==> src/rtl/spi_fpga_pkg.sv <==
// spi_fpga_pkg: shared state encoding, SPI mode helpers and counter sizing
// for the SPI_FPGA master/slave pair.
package spi_fpga_pkg;

    typedef enum logic [1:0] {
        ST_IDLE         = 2'd0,
        ST_ACTIVE       = 2'd1,
        ST_WAIT_CS_HIGH = 2'd2
    } spi_state_e;

    // SCLK idle level and which edge carries the data sample
    localparam logic CPOL_IDLE_LOW       = 1'b0;
    localparam logic CPOL_IDLE_HIGH      = 1'b1;
    localparam logic CPHA_SAMPLE_LEADING = 1'b0;
    localparam logic CPHA_SAMPLE_TRAIL   = 1'b1;

    // Bit counter must hold 0..PACK_LENGTH inclusive
    function automatic int unsigned cnt_width(input int unsigned pack_len);
        return $clog2(pack_len + 1);
    endfunction

    function automatic logic lead_is_rise(input logic cpol);
        return (cpol == CPOL_IDLE_LOW);
    endfunction

    function automatic logic sample_on_lead(input logic cpha);
        return (cpha == CPHA_SAMPLE_LEADING);
    endfunction

endpackage

==> src/rtl/spi_fpga_sync_edge.sv <==
// spi_fpga_sync_edge: two-flop synchroniser plus one history flop, giving a
// stable level and single-cycle rise/fall strobes in the local clock domain.
module spi_fpga_sync_edge #(
    parameter logic RESET_VALUE = 1'b0
) (
    input  logic clk_i,
    input  logic rst_i,
    input  logic din_i,
    output logic level_o,
    output logic rise_o,
    output logic fall_o
);

    logic meta_q;
    logic sync_q;
    logic prev_q;

    always_ff @(posedge clk_i or posedge rst_i) begin
        if (rst_i) begin
            meta_q <= RESET_VALUE;
            sync_q <= RESET_VALUE;
            prev_q <= RESET_VALUE;
        end else begin
            meta_q <= din_i;
            sync_q <= meta_q;
            prev_q <= sync_q;
        end
    end

    assign level_o = sync_q;
    assign rise_o  = sync_q & ~prev_q;
    assign fall_o  = ~sync_q & prev_q;

endmodule

==> src/rtl/spi_fpga_slave.sv <==
// spi_fpga_slave: oversampled full-duplex SPI slave running in IN_CLOCK.
// Returns the holding register on MISO and presents each received pack in parallel.
module spi_fpga_slave
    import spi_fpga_pkg::*;
#(
    parameter int unsigned CLOCK_FREQUENCY            = 50000000,
    parameter int unsigned BIT_PER_SECOND             = 12500000,
    parameter int unsigned PACK_LENGTH                = 8,
    parameter logic        CPOL                       = 1'b0,
    parameter logic        CPHA                       = 1'b0,
    parameter int unsigned PACK_BIT_SEQUENCE_TRANSMIT = 1,
    parameter int unsigned PACK_BIT_SEQUENCE_RECEIVE  = 1
) (
    input  logic                   IN_CLOCK,
    input  logic                   IN_RESET,
    input  logic                   IN_SCLK,
    input  logic                   IN_CS,
    input  logic                   IN_MOSI,
    input  logic [PACK_LENGTH-1:0] IN_TX_DATA,
    input  logic                   IN_TX_LOAD,
    output logic                   OUT_MISO,
    output logic                   OUT_MISO_OE,
    output logic [PACK_LENGTH-1:0] OUT_RECEIVE_DATA,
    output logic                   OUT_RECEIVE_VALID,
    output logic                   OUT_TX_TAKEN,
    output logic                   OUT_FRAME_ERROR,
    output logic                   OUT_BUSY
);

    localparam int unsigned CW = cnt_width(PACK_LENGTH);
    localparam logic [CW-1:0] LAST_BIT = CW'(PACK_LENGTH - 1);
    localparam logic TX_MSB = (PACK_BIT_SEQUENCE_TRANSMIT != 0);
    localparam logic RX_MSB = (PACK_BIT_SEQUENCE_RECEIVE != 0);

    logic sclk_lvl, sclk_rise, sclk_fall;
    logic cs_lvl, cs_rise, cs_fall;
    logic mosi_lvl, mosi_rise, mosi_fall;

    spi_fpga_sync_edge #(.RESET_VALUE(CPOL)) u_sync_sclk (
        .clk_i   (IN_CLOCK),
        .rst_i   (IN_RESET),
        .din_i   (IN_SCLK),
        .level_o (sclk_lvl),
        .rise_o  (sclk_rise),
        .fall_o  (sclk_fall)
    );

    spi_fpga_sync_edge #(.RESET_VALUE(1'b1)) u_sync_cs (
        .clk_i   (IN_CLOCK),
        .rst_i   (IN_RESET),
        .din_i   (IN_CS),
        .level_o (cs_lvl),
        .rise_o  (cs_rise),
        .fall_o  (cs_fall)
    );

    spi_fpga_sync_edge #(.RESET_VALUE(1'b0)) u_sync_mosi (
        .clk_i   (IN_CLOCK),
        .rst_i   (IN_RESET),
        .din_i   (IN_MOSI),
        .level_o (mosi_lvl),
        .rise_o  (mosi_rise),
        .fall_o  (mosi_fall)
    );

    // Rate parameters constrain the master side; kept for interface parity
    logic unused_sigs;
    assign unused_sigs = sclk_lvl ^ mosi_rise ^ mosi_fall
                       ^ (CLOCK_FREQUENCY >= 4 * BIT_PER_SECOND);

    logic lead_edge, trail_edge, sample_edge, shift_edge;

    assign lead_edge   = lead_is_rise(CPOL) ? sclk_rise : sclk_fall;
    assign trail_edge  = lead_is_rise(CPOL) ? sclk_fall : sclk_rise;
    assign sample_edge = sample_on_lead(CPHA) ? lead_edge : trail_edge;
    assign shift_edge  = sample_on_lead(CPHA) ? trail_edge : lead_edge;

    spi_state_e             state_q, state_d;
    logic [CW-1:0]          cnt_q, cnt_d;
    logic [PACK_LENGTH-1:0] rx_q, rx_d;
    logic [PACK_LENGTH-1:0] tx_q, tx_d;
    logic [PACK_LENGTH-1:0] hold_q, hold_d;
    logic [PACK_LENGTH-1:0] rdata_q, rdata_d;
    logic                   valid_q, valid_d;
    logic                   taken_q, taken_d;
    logic                   ferr_q, ferr_d;
    logic                   reload_q, reload_d;
    logic                   skip_q, skip_d;
    logic [1:0]             settle_q, settle_d;

    logic [PACK_LENGTH-1:0] rx_shift;
    logic [PACK_LENGTH-1:0] tx_adv;

    assign hold_d = IN_TX_LOAD ? IN_TX_DATA : hold_q;

    assign rx_shift = RX_MSB ? {rx_q[PACK_LENGTH-2:0], mosi_lvl}
                             : {mosi_lvl, rx_q[PACK_LENGTH-1:1]};
    assign tx_adv   = TX_MSB ? {tx_q[PACK_LENGTH-2:0], 1'b0}
                             : {1'b0, tx_q[PACK_LENGTH-1:1]};

    always_comb begin
        state_d  = state_q;
        cnt_d    = cnt_q;
        rx_d     = rx_q;
        tx_d     = tx_q;
        rdata_d  = rdata_q;
        valid_d  = 1'b0;
        taken_d  = 1'b0;
        ferr_d   = 1'b0;
        reload_d = reload_q;
        skip_d   = skip_q;
        settle_d = (settle_q == 2'd3) ? settle_q : settle_q + 2'd1;

        unique case (state_q)
            ST_IDLE: begin
                tx_d     = hold_d;
                rx_d     = '0;
                cnt_d    = '0;
                reload_d = 1'b0;
                skip_d   = ~sample_on_lead(CPHA);
                // Synchroniser output is only trustworthy once its flops refill after reset
                if (settle_q != 2'd3) begin
                    if (settle_q == 2'd2 && !cs_lvl) begin
                        state_d = ST_WAIT_CS_HIGH;
                    end
                end else if (cs_fall) begin
                    state_d = ST_ACTIVE;
                    taken_d = 1'b1;
                end
            end
            ST_ACTIVE: begin
                if (sample_edge) begin
                    rx_d = rx_shift;
                    if (cnt_q == LAST_BIT) begin
                        cnt_d    = '0;
                        rdata_d  = rx_shift;
                        valid_d  = 1'b1;
                        reload_d = 1'b1;
                    end else begin
                        cnt_d = cnt_q + 1'b1;
                    end
                end
                if (shift_edge) begin
                    if (skip_q) begin
                        skip_d = 1'b0;
                    end else if (reload_q) begin
                        tx_d     = hold_d;
                        reload_d = 1'b0;
                        taken_d  = 1'b1;
                    end else begin
                        tx_d = tx_adv;
                    end
                end
                if (cs_rise) begin
                    state_d = ST_IDLE;
                    ferr_d  = (cnt_d != '0);
                end
            end
            ST_WAIT_CS_HIGH: begin
                if (cs_lvl) begin
                    state_d = ST_IDLE;
                end
            end
            default: begin
                state_d = ST_IDLE;
            end
        endcase
    end

    always_ff @(posedge IN_CLOCK or posedge IN_RESET) begin
        if (IN_RESET) begin
            state_q  <= ST_IDLE;
            cnt_q    <= '0;
            rx_q     <= '0;
            tx_q     <= '0;
            hold_q   <= '0;
            rdata_q  <= '0;
            valid_q  <= 1'b0;
            taken_q  <= 1'b0;
            ferr_q   <= 1'b0;
            reload_q <= 1'b0;
            skip_q   <= 1'b0;
            settle_q <= 2'd0;
        end else begin
            state_q  <= state_d;
            cnt_q    <= cnt_d;
            rx_q     <= rx_d;
            tx_q     <= tx_d;
            hold_q   <= hold_d;
            rdata_q  <= rdata_d;
            valid_q  <= valid_d;
            taken_q  <= taken_d;
            ferr_q   <= ferr_d;
            reload_q <= reload_d;
            skip_q   <= skip_d;
            settle_q <= settle_d;
        end
    end

    assign OUT_MISO          = TX_MSB ? tx_q[PACK_LENGTH-1] : tx_q[0];
    assign OUT_MISO_OE       = ~IN_CS & ~IN_RESET;
    assign OUT_RECEIVE_DATA  = rdata_q;
    assign OUT_RECEIVE_VALID = valid_q;
    assign OUT_TX_TAKEN      = taken_q;
    assign OUT_FRAME_ERROR   = ferr_q;
    assign OUT_BUSY          = (state_q != ST_IDLE);

endmodule

==> config.mk <==
export PLATFORM = sky130hd
export DESIGN_NAME = spi_fpga_slave
export DESIGN_NICKNAME = d
export VERILOG_FILES = /design/src/rtl/spi_fpga_pkg.sv /design/src/rtl/spi_fpga_sync_edge.sv /design/src/rtl/spi_fpga_slave.sv
export SDC_FILE = /design/constraint.sdc
export NUM_CORES = 1
export LEC_CHECK = 0
export BUFFER_PORTS_ARGS = -buffer_cell sky130_fd_sc_hd__buf_2
export CORE_MARGIN = 2
export CORE_UTILIZATION = 40
export DETAILED_ROUTE_END_ITERATION = 10
export PLACE_DENSITY = 0.64
export SKIP_CTS_REPAIR_TIMING = 1
export SLEW_MARGIN = 15
export SYNTH_ARGS = -nofsm -noshare
export SYNTH_HDL_FRONTEND = slang
export SYNTH_HIERARCHICAL = 1
export SYNTH_SLANG_ARGS = --single-unit
==> constraint.sdc <==
create_clock -name IN_CLOCK -period 1.9 [get_ports IN_CLOCK]
set_input_delay 0.38 -clock IN_CLOCK [delete_from_list [all_inputs] [get_ports IN_CLOCK]]
set_output_delay 0.38 -clock IN_CLOCK [all_outputs]
set_load 0.02 [all_outputs]
* Yosys cells after proc, flatten, opt, wreduce, memory -nomap -nowiden
Index checks and enable logic that the tools add are counted.
** Word-level totals
- Bits in registers :: 52
- Bits in latches :: 0
- Bits in writable memories :: 0
- Logic and storage cells :: 93
- ROM bits :: 0
- Memories :: 0
- Output and inout port bits :: 14
** Operators by class
- Muxes and demuxes :: 36
- Shift-type cells :: 0
- $mul :: 0
- Bitwise operators :: 11
- Reduce and logical (&&, ||, !) cells :: 11
- Add/subtract/negate cells :: 2
- Div/mod/pow operators :: 0
- Magnitude comparators :: 0
- Equality and inequality tests :: 13
** Operator list (count)
- $mux 8 :: 4
- $mux 1 :: 16
- $pmux 8 s2 :: 1
- $pmux 7 s2 :: 1
- $mux 4 :: 3
- $mux 2 :: 5
- $ne 2x2->1 const B :: 5
- $pmux 4 s2 :: 1
- $mux 7 :: 1
- $eq 2x2->1 const B :: 3
- $ne 3x3->1 const B :: 2
- $not 1->1 :: 6
- $pmux 1 s2 :: 3
- $pmux 2 s3 :: 1
- $reduce_and 3->1 :: 2
- $and 1x1->1 :: 5
- $add 4x1->4 const B :: 1
- $eq 4x3->1 const B :: 1
- $reduce_and 2->1 :: 2
- $reduce_and 4->1 :: 1
- $reduce_bool 2->1 :: 2
- $reduce_bool 4->1 :: 1
- $add 2x1->2 const B :: 1
- $eq 2x1->1 const B :: 1
- 4 further kinds :: 4

* Depth between registers and ports, before layout
- Depth after elaboration :: 7
- Mapped depth :: 7
- Mapped depth without buffers :: 4

* Hierarchy
Netlist, hierarchy kept.
** By module, submodules not included
- spi_fpga_slave :: sequential area each 1076.0 µm², instances 1, area an instance 1908.1 µm², cells an instance 142
- spi_fpga_sync_edge (u_sync_mosi ...) :: sequential area each 75.1 µm², instances 2, area an instance 93.8 µm², cells an instance 6
- spi_fpga_sync_edge (u_sync_cs) :: sequential area each 78.8 µm², instances 1, area an instance 97.6 µm², cells an instance 6

* Worst setup path before layout
Ideal clock, no wire load.
- Path type :: flip-flop to flip-flop
- Start :: reg u_sync_sclk.prev_q
- End :: reg rdata_q[0] (netlist: OUT_RECEIVE_DATA[0])
- Stages on the path, launching flop included :: 8
- Data arrival time :: 1.604 ns
- Setup slack :: 0.171 ns
- Required time :: 1.775 ns
- Library setup time :: 0.125 ns
- Cell sequence :: dfrtp_1 > nor2b_1 > clkbuf_2 > and3b_1 > buf_2 > nor3b_1 > buf_4 > mux2_2
** On the way
- Longest elaborated chain between the ends :: 3
** RTL lines
- start, declared :: RTL line spi_fpga_sync_edge.sv:16 : logic prev_q;
- start signal, assigned :: RTL line spi_fpga_sync_edge.sv:26 : prev_q <= sync_q;
- $not 1->1 :: RTL line spi_fpga_sync_edge.sv:31 : assign rise_o = sync_q & ~prev_q;
- $and 1x1->1 :: RTL line spi_fpga_sync_edge.sv:31
- named net lead_edge :: RTL line spi_fpga_slave.sv:71 : logic lead_edge, trail_edge, sample_edge, shift_edge;
- $reduce_and 3->1 (no source line)
- end signal, assigned :: RTL line spi_fpga_slave.sv:190 : rdata_q <= rdata_d;
- end, declared :: RTL line spi_fpga_slave.sv:83 : logic [PACK_LENGTH-1:0] rdata_q, rdata_d;
The timed path passes the listed nets, and every way through them passes these cells.
A chain may end at the register's enable or synchronous reset.

* Worst setup path in the final report
- Start :: reg cnt_q[1]
- End :: reg rdata_q[1] (netlist: OUT_RECEIVE_DATA[1])
** On the way
- Longest elaborated chain between the ends :: 2
** RTL lines
- start, declared :: RTL line spi_fpga_slave.sv:79 : logic [CW-1:0] cnt_q, cnt_d;
- start signal, assigned :: RTL line spi_fpga_slave.sv:186 : cnt_q <= cnt_d;
- $eq 4x3->1 :: RTL line spi_fpga_slave.sv:134 : if (cnt_q == LAST_BIT) begin
- $reduce_and 3->1 (no source line)
No other way between the ends.

==> summary.txt <==
Run status
  • Status: finished clean

Setup path
  • Worst setup SP type: register
  • Worst Path Required: 2.08 ns
  • CP max FO: 7
  • Worst path arrival time: 1.97 ns
  • Capturing element type of the critical path: register
  • Setup CP Type: reg2reg

Clock tree
  • Clk Latency, worst-skew pair: 0.30 ns
  • CTS tree: built
  • H-tree levels: 2
  • Reg clk slew, reported paths: 0.09 ns
  • Clk Tree Root Cell: clkbuf_8
  • Clock Sinks: 51
  • Clock Tree Buf Depth: 2
  • CTS buffer count: 5

Floorplanning
  • Die Width: 77.4 um
  • Row Count: 26
  • Boundary Pins: 28
  • Chip height: 77.4 um
  • Core footprint: 0.00514 mm^2
  • Die ar.: 0.00599 mm^2
  • Effective utilization at floorplan: 41.9%

Timing
  • Final Setup Violations: 0
  • Tmin final: 1.79 ns
  • Worst-Margin Slew: 0.564 ns
  • F_max: 560 MHz
  • Setup TNS: 0 ns
  • Pins Over Slew Limit: 0
  • RSZ-0062 raised after global routing: no
  • Slew HR: 62.4%
  • Setup ws final: 0.114 ns
  • Final Hold Fails: 0
  • Clk_skew: 0.00971 ns
  • Share of the clock period used by the worst path: 94.0%

Logic synthesis
  • Syn. warnings: 6
  • Syn Area/Cell: 13.7 um^2
  • Mapped Nets: 174
  • Syn Std Cell Area: 0.00215 mm^2
  • Syn Inst Count: 157

Place
  • Final RePlAce weighted congestion: 0.792
  • Area after DPL: 0.00239 mm^2
  • PortBufs: 27
  • DP Wirelength: 2610 um
  • Setup WS pre-CTS: 0.144 ns

Drt
  • DR vias: 1,293
  • Residual DRC: 0
  • Via/cell ratio: 4.92
  • DRT Pass-1 Iters: 4
  • Detailed-route wire length per cell: 13.6 um
  • DR iter-0 viols: 64
  • Post-DRT Antenna Nets: 0
  • Drt total wl: 3570 um

GRT
  • Total GRT Usage: 12.7%
  • Initial antenna violation count: 0
  • Largest net degree at the start of global routing: 44
  • Vias in the first global route: 1,314
  • Total global routing overflow: 0
  • First-pass GRT wire length: 6100 um

Finish
  • Final nets: 209
  • Share of cells above drive strength 1: 43.0%
  • Design Area, Final: 0.00253 mm^2
  • Layout area overhead: 17.7%
  • ANT cells: 0

Flow run
  • Max-cap violation count: 0

Power
  • Leakage power: 1.26 nW
  • PwrDens: 1000 mW/mm^2
  • Total power: 2.53 mW
  • Maximum VDD drop: 454 uV

Min path
  • Worst hold path class: in2reg
## state kept, by name, summed over array words and instances, names as in the netlist
signal	cells
OUT_FRAME_ERROR	1
OUT_RECEIVE_DATA	8
OUT_RECEIVE_VALID	1
OUT_TX_TAKEN	1
cnt_q	4
hold_q	8
reload_q	1
rx_q	7
settle_q	2
state_q	2
tx_q	8
u_sync_cs/level_o	1
u_sync_cs/meta_q	1
u_sync_cs/prev_q	1
u_sync_mosi/level_o	1
u_sync_mosi/meta_q	1
u_sync_sclk/level_o	1
u_sync_sclk/meta_q	1
u_sync_sclk/prev_q	1
## per-stage QoR
step / hold slack, ns / util, % / instances
after floorplan: 0.121 / - / 157
after global placement: 0.276 / 46.4 / 254
after detailed placement: 0.277 / 46.4 / 254
after CTS: -0.0531 / 49.1 / 262
after global routing: 0.168 / 49.3 / 263
final: 0.183 / 49.3 / 263
## routing by layer
layer	up-vias	GRT usage (%)	routed length [um]
met5	-	0	0
met1	643	16.6	1620
met4	0	3.21	33
li1	622	-	-
met3	4	3.84	159
met2	24	20.8	1760
## cells in the final DEF (no fill, tap or decap), types with 2 or more instances in the layout
master     instances
o22ai_1            2
nor2_1             2
buf_4              7
nand2_1            4
a22o_1             9
o21ai_0            3
dfstp_2            3
and2b_2            2
a21oi_1            5
mux2_4             8
dfrtp_1           48
ha_1               3
inv_1             10
buf_2             27
bufinv_16          2
or2_2              2
nor2b_1            5
mux2_2            23
nand3_1            2
clkbuf_8           5
## cell type report
cell class / instances / area (um^2)
well taps: 70 / 87.6
repair buffers: 35 / 198
clock buffers: 5 / 68.8
fillers: 479 / 2610
flip-flops and latches: 51 / 1280
clock inverters: 3 / 67.6
inverters: 10 / 37.5
multi-input cells: 89 / 795
## worst paths after layout
path	start	end	slack (ns)	cells after the start
max	cnt_q[1]	OUT_RECEIVE_DATA[1]	0.11	5
max in group asynchronous	IN_RESET	OUT_RECEIVE_DATA[7]	0.75	4
min	IN_SCLK	u_sync_sclk/meta_q	0.18	1
min reg2reg	u_sync_mosi/meta_q	u_sync_mosi/level_o	0.36	0
max reg2reg	cnt_q[1]	OUT_RECEIVE_DATA[1]	0.11	5
min in group asynchronous	IN_RESET	u_sync_mosi/meta_q	0.50	3
## power breakdown
group / internal [mW] / switching, mW / leakage, nW
registers: 1.20 / 0.0569 / 0.642
clock network: 0.525 / 0.344 / 0.0644
logic: 0.228 / 0.184 / 0.557
## critical path: stages (launching register included)
cell and delay (ns):
dfrtp_1 0.43, ha_1 0.26, nand2_1 0.13, nor3b_1 0.29, buf_4 0.22, mux2_2 0.34
(Power assumes the default switching activity.)
